===== config.mk =====
export PLATFORM = sky130hd
export DESIGN_NAME = iter_mul_unit_flat
export DESIGN_NICKNAME = d
export VERILOG_FILES = /design/src/rtl/iter_mul_unit_if.sv /design/src/rtl/iter_mul_unit.sv /design/src/flat_wrapper.sv
export SDC_FILE = /design/constraint.sdc
export NUM_CORES = 1
export LEC_CHECK = 0
export ABC_AREA = 1
export ABC_CLOCK_PERIOD_IN_PS = 2600
export CORE_ASPECT_RATIO = 1.25
export CORE_MARGIN = 5
export CORE_UTILIZATION = 36
export CTS_BUF_LIST = sky130_fd_sc_hd__clkbuf_16
export DETAILED_ROUTE_END_ITERATION = 16
export GPL_TIMING_DRIVEN = 0
export PLACE_DENSITY_LB_ADDON = 0.3
export SYNTH_ARGS = -nofsm -noshare
export SYNTH_HDL_FRONTEND = slang
export SYNTH_SLANG_ARGS = --single-unit

===== constraint.sdc =====
create_clock -name clk_i -period 2.6 [get_ports clk_i]
set_input_delay 0.52 -clock clk_i [delete_from_list [all_inputs] [get_ports clk_i]]
set_output_delay 0.52 -clock clk_i [all_outputs]
set_load 0.03 [all_outputs]

===== src/rtl/iter_mul_unit_if.sv =====
// Request/response bundle for the iterative RV32M multiplier.
// The master drives the operation request; the slave returns status and the product.
interface iter_mul_unit_if;
   logic        start_i;
   logic [3:0]  ALUControl_i;
   logic [31:0] a_i;
   logic [31:0] b_i;
   logic        flush_i;
   logic        busy_o;
   logic        done_o;
   logic [31:0] result_o;

   modport master (
      output start_i, ALUControl_i, a_i, b_i, flush_i,
      input  busy_o, done_o, result_o
   );

   modport slave (
      input  start_i, ALUControl_i, a_i, b_i, flush_i,
      output busy_o, done_o, result_o
   );
endinterface


===== src/rtl/iter_mul_unit.sv =====
// Iterative radix-2 shift-add multiplier for MUL/MULH/MULHSU/MULHU.
// Fixed 33-cycle latency from acceptance to the one-cycle done pulse.
module iter_mul_unit (
   input logic           clk_i,
   input logic           rst_n_i,
   iter_mul_unit_if.slave bus
);
   typedef enum logic [1:0] {
      IDLE = 2'd0,
      CALC = 2'd1,
      FIX  = 2'd2,
      DONE = 2'd3
   } state_t;

   localparam logic [3:0] OP_MUL    = 4'b1010;
   localparam logic [3:0] OP_MULH   = 4'b1011;
   localparam logic [3:0] OP_MULHSU = 4'b1100;
   localparam logic [3:0] OP_MULHU  = 4'b1101;

   state_t      state_q;
   logic [3:0]  op_q;
   logic        sign_q;
   logic [31:0] a_mag_q;
   logic [63:0] acc_q;
   logic [4:0]  cnt_q;
   logic        busy_q;
   logic        done_q;
   logic [31:0] result_q;

   logic        accept_s;
   logic        a_signed_s;
   logic        b_signed_s;
   logic        sign_s;
   logic [31:0] a_mag_s;
   logic [31:0] b_mag_s;
   logic [32:0] sum_s;
   logic [63:0] acc_d;
   logic [63:0] fixed_s;
   logic [31:0] result_d;

   function automatic logic op_valid_f(input logic [3:0] op);
      case (op)
         OP_MUL, OP_MULH, OP_MULHSU, OP_MULHU: op_valid_f = 1'b1;
         default:                              op_valid_f = 1'b0;
      endcase
   endfunction

   // Negating 0x80000000 wraps to itself, which is the correct unsigned magnitude.
   function automatic logic [31:0] mag_f(input logic [31:0] v, input logic is_signed);
      if (is_signed && v[31]) begin
         mag_f = ~v + 32'd1;
      end else begin
         mag_f = v;
      end
   endfunction

   // Request decode, one shift-add step and final sign fix-up.
   always_comb begin
      accept_s   = 1'b0;
      a_signed_s = (bus.ALUControl_i == OP_MULH) || (bus.ALUControl_i == OP_MULHSU);
      b_signed_s = (bus.ALUControl_i == OP_MULH);
      if ((state_q == IDLE || state_q == DONE) && bus.start_i && op_valid_f(bus.ALUControl_i)) begin
         accept_s = 1'b1;
      end else begin
         accept_s = 1'b0;
      end
      a_mag_s = mag_f(bus.a_i, a_signed_s);
      b_mag_s = mag_f(bus.b_i, b_signed_s);
      sign_s  = (a_signed_s & bus.a_i[31]) ^ (b_signed_s & bus.b_i[31]);
      // Multiplier bits live in the low half and are consumed LSB first.
      sum_s   = {1'b0, acc_q[63:32]} + (acc_q[0] ? {1'b0, a_mag_q} : 33'd0);
      acc_d   = {sum_s, acc_q[31:1]};
      fixed_s = sign_q ? (~acc_q + 64'd1) : acc_q;
      if (op_q == OP_MUL) begin
         result_d = fixed_s[31:0];
      end else begin
         result_d = fixed_s[63:32];
      end
   end

   // Control FSM with registered status outputs and datapath registers.
   always_ff @(posedge clk_i or negedge rst_n_i) begin
      if (!rst_n_i) begin
         state_q  <= IDLE;
         op_q     <= 4'd0;
         sign_q   <= 1'b0;
         a_mag_q  <= 32'd0;
         acc_q    <= 64'd0;
         cnt_q    <= 5'd0;
         busy_q   <= 1'b0;
         done_q   <= 1'b0;
         result_q <= 32'd0;
      end else if (bus.flush_i) begin
         state_q <= IDLE;
         busy_q  <= 1'b0;
         done_q  <= 1'b0;
      end else begin
         case (state_q)
            IDLE, DONE: begin
               if (accept_s) begin
                  state_q <= CALC;
                  op_q    <= bus.ALUControl_i;
                  sign_q  <= sign_s;
                  a_mag_q <= a_mag_s;
                  acc_q   <= {32'd0, b_mag_s};
                  cnt_q   <= 5'd0;
                  busy_q  <= 1'b1;
                  done_q  <= 1'b0;
               end else begin
                  state_q <= IDLE;
                  busy_q  <= 1'b0;
                  done_q  <= 1'b0;
               end
            end
            CALC: begin
               acc_q <= acc_d;
               cnt_q <= cnt_q + 5'd1;
               if (cnt_q == 5'd31) begin
                  state_q <= FIX;
               end else begin
                  state_q <= CALC;
               end
            end
            FIX: begin
               result_q <= result_d;
               state_q  <= DONE;
               busy_q   <= 1'b0;
               done_q   <= 1'b1;
            end
            default: begin
               state_q <= IDLE;
               busy_q  <= 1'b0;
               done_q  <= 1'b0;
            end
         endcase
      end
   end

   assign bus.busy_o   = busy_q;
   assign bus.done_o   = done_q;
   assign bus.result_o = result_q;
endmodule


===== src/flat_wrapper.sv =====
// flat-port wrapper written by rule: the top's interface ports become plain ports
module iter_mul_unit_flat 
  (clk_i, rst_n_i, bus_start_i, bus_ALUControl_i, bus_a_i, bus_b_i, bus_flush_i, bus_busy_o, bus_done_o, bus_result_o);
  iter_mul_unit_if bus_i ();
  input logic clk_i;
  input logic rst_n_i;
  input wire logic [$bits(bus_i.start_i)-1:0] bus_start_i;
  input wire logic [$bits(bus_i.ALUControl_i)-1:0] bus_ALUControl_i;
  input wire logic [$bits(bus_i.a_i)-1:0] bus_a_i;
  input wire logic [$bits(bus_i.b_i)-1:0] bus_b_i;
  input wire logic [$bits(bus_i.flush_i)-1:0] bus_flush_i;
  output wire logic [$bits(bus_i.busy_o)-1:0] bus_busy_o;
  output wire logic [$bits(bus_i.done_o)-1:0] bus_done_o;
  output wire logic [$bits(bus_i.result_o)-1:0] bus_result_o;
  assign bus_i.start_i = bus_start_i;
  assign bus_i.ALUControl_i = bus_ALUControl_i;
  assign bus_i.a_i = bus_a_i;
  assign bus_i.b_i = bus_b_i;
  assign bus_i.flush_i = bus_flush_i;
  assign bus_busy_o = bus_i.busy_o;
  assign bus_done_o = bus_i.done_o;
  assign bus_result_o = bus_i.result_o;
  iter_mul_unit u_core (.clk_i(clk_i), .rst_n_i(rst_n_i), .bus(bus_i));
endmodule

==> results_dict.tcl <==
set metrics [dict create \
    gp_congestion 0.996 \
    vias 13800 \
    synth_fp_nets 2137 \
    synth-simple-area-share_pct 40.5 \
    numCtsBuffers 17 \
    fillers 3596 \
    cts.sinks 142 \
    clock.fmax_mhz 395 \
    htreeDepth 4 \
    slew_headroom_pct 37.0 \
    startpoint_type "flip-flop" \
    yosysTopAreaCell "dfrtp_1" \
    cts_tree "yes" \
    netlist_instances 2025 \
    p_leak_nw 7.45 \
    die_area_sq_mm 0.0382 \
    core_area_sq_mm 0.0338 \
    utilization_pct 43.8 \
    min_path_type "primary input to async pin" \
    grt_pass1_wl_mm 76.2 \
    ys_ff_latch 142 \
    die_x_microns 176 \
    antenna_found_initial 0 \
    power_mw 9.36 \
    postSynthAreaPerCell_sq_um 6.10 \
    ys_types 53 \
    status "finished, final reports clean" \
    synth_top_family_by_area "simple AND/OR/NAND/NOR gates" \
    tns_ps 0 \
    period_needed_ps 2530 \
    clk_pin_slew_ps 70 \
    synth_top_area_share_pct 28.8 \
    cp.arrival_ps 2910 \
    routed_wl_mm 48.9 \
    cts_hold_buf 0 \
    clk_path_buf_depth 2 \
    endpoint_kind "flip-flop" \
    synthMuxAreaShare_pct 0 \
    wl_per_cell_microns 18.9 \
    yosys_warnings 0 \
    die_y_microns 217 \
    maxCapViolations 0 \
    final_nets 2266 \
    pre_cts_ws_ps -620 \
    final_layout_size_suffix_gt1_share_pct 7.75 \
    vias_per_cell 5.31 \
    worst_pin_slew_ps 935 \
    period_share_pct 97.5 \
    multi_input_area_sq_mm 0.00766 \
    worstPathMaxFanout 10 \
    drtIter0Drc 1046 \
    synth_compound_area_share_pct 13.5 \
    start_util_pct 36.6 \
    cp.required_ps 2970 \
    ant_nets 0 \
    rows 75 \
    drc 0 \
    root_buffer "clkbuf_16" \
    grt_use_total_pct 25.6 \
    fin_ws_ps 65.6 \
    grt-ovfl-total 0 \
    drt-pass1-iter-count 6 \
    yosysSeqAreaShare_pct 28.8 \
    io_pins 106 \
    synthAdderAreaFrac_pct 4.11 \
    rsz0062_at_grt "true" \
    irDropWorstVdd_uv 497 \
    hold_violations 0 \
    synth-edff-count 0 \
    dominantRegCellSynth "dfrtp_1" \
    grt_max_degree 95 \
    skew_ps 9.06 \
    synth_xor_area_share_pct 2.48 \
    portBuffers 105 \
    reg2reg_slack_ps 70 \
    num_antenna_cells 0 \
    p_per_area_mw_per_mm2 632 \
    grt_pass1_vias 13800 \
    synthTopCellsByArea "dfrtp_1 29%, nand2_1 19%, nor2_1 8.7%" \
    async_flop_share_pct 100 \
    synth_area_sq_mm 0.0124 \
    clk_latency_ps 450 \
    slew_viol_final 0 \
    syn_to_final_growth_pct 19.8 \
    dpl.hpwl_mm 40.0 \
    setup_violations 0 \
    seq_area_sq_mm 0.00355 \
    critPathKind "flip-flop to flip-flop" \
]
-- state kept, by name, indices dropped and copies added, names as in the netlist --
name	flops
u_core.acc_q	64
u_core.bus.busy_o	1
u_core.a_mag_q	32
u_core.bus.result_o	32
u_core.sign_q	1
u_core.state_q	2
u_core.cnt_q	5
u_core.op_q	4
u_core.bus.done_o	1
-- cells in the mapped netlist (all sizes together), types with 2 or more instances --
library cell / instances
a21o: 4
a21oi: 115
a22o: 2
a31oi: 9
buf: 35
clkbuf: 18
clkinv: 3
dfrtp: 142
ha: 39
inv: 265
nand2: 624
nand3: 208
nand3b: 4
nand4: 28
nor2: 298
nor3: 14
nor3b: 4
o211ai: 6
o21a: 6
o21ai: 116
o21bai: 8
o221ai: 13
o22ai: 11
o31ai: 4
or2: 9
xnor2: 10
xor2: 25
-- power by group --
group | internal [mW] | total (mW) | switching [mW] | leakage [nW]
clock | 1.39 | 2.59 | 1.20 | 0.299
combinational | 1.21 | 3.79 | 2.59 | 5.36
sequential | 2.56 | 2.98 | 0.417 | 1.79
-- final cells by class --
| class | count | share of cell area, % |
|---|---|---|
| sequential | 142 | 24.0 |
| inverter | 268 | 6.85 |
| tap | 423 | 3.58 |
| multi-input combinational | 1562 | 51.7 |
| buffer | 53 | 2.16 |
| clock buffer | 17 | 2.87 |
| timing repair buffer | 110 | 7.50 |
| clock inverter | 15 | 1.31 |
-- worst paths after layout --
path	from	cells after the start	endpoint
worst max-delay path	u_core.op_q[2]$_DFFE_PN0P_	8	u_core.bus.result_o[30]$_DFFE_PN0P_
worst min-delay path	rst_n_i	1	u_core.acc_q[16]$_DFFE_PN0P_
worst max register to register	u_core.op_q[2]$_DFFE_PN0P_	8	u_core.bus.result_o[30]$_DFFE_PN0P_
worst min register to register	u_core.a_mag_q[24]$_DFFE_PN0P_	2	u_core.a_mag_q[24]$_DFFE_PN0P_
max in group asynchronous	rst_n_i	2	u_core.a_mag_q[26]$_DFFE_PN0P_
min in group clk_i	u_core.a_mag_q[24]$_DFFE_PN0P_	2	u_core.a_mag_q[24]$_DFFE_PN0P_
-- logic make-up (layout without fill, tap and decap cells) --
group / count (synthesis) / in the layout
flip-flops: 142 / 142
AND/OR/NAND/NOR: 1192 / 1192
adder cells (fa/ha/maj): 40 / 40
XOR/XNOR: 35 / 35
AO/OA/AOI/OAI: 295 / 295
buffers and inverters: 321 / 463
-- placed cells by master, fill, tap and decap left out, types with 25 or more instances in the layout --
master | netlist | final
o21ai_0 | 95 | 90
nand2_1 | 611 | 597
a21oi_1 | 115 | 109
clkdlybuf4s50_1 | 0 | 104
inv_1 | 258 | 256
dfrtp_1 | 142 | 142
nor2_1 | 288 | 279
xor2_1 | 25 | 25
nand4_1 | 27 | 27
ha_1 | 39 | 36
nand3_1 | 207 | 205
-- metrics by stage --
stage	instance area (sq um)	hold WS, ps	std cells
final	14800	9.78	2590
after global routing	14800	38.9	2590
after CTS	14600	23.0	2586
after detailed placement	14000	468	2554
after global placement	13900	464	2553
after floorplan	12400	224	2025
-- layer usage --
layer | vias up | global-route usage [%] | wire, microns
met2 | 490 | 45.4 | 24200
met5 | - | 0 | 0
met4 | 0 | 16.2 | 3470
li1 | 6786 | - | -
met3 | 147 | 3.31 | 2330
met1 | 6327 | 29.1 | 19000
-- what timing repair did --
action	CTS	global route
pin swaps	0	6
setup endpoints to repair	41	24
buffers inserted	0	4
resized for setup	12	48
-- critical path, cell delays in order (launching register included) --
cell      delay (ps)
dfrtp_1          370
inv_1             80
nand4_2          430
clkinv_1         440
clkbuf_1         560
nand3_1          270
nand2_1          130
inv_1             40
a21oi_1          110
Note: power is estimated with default switching activity, not from simulation.
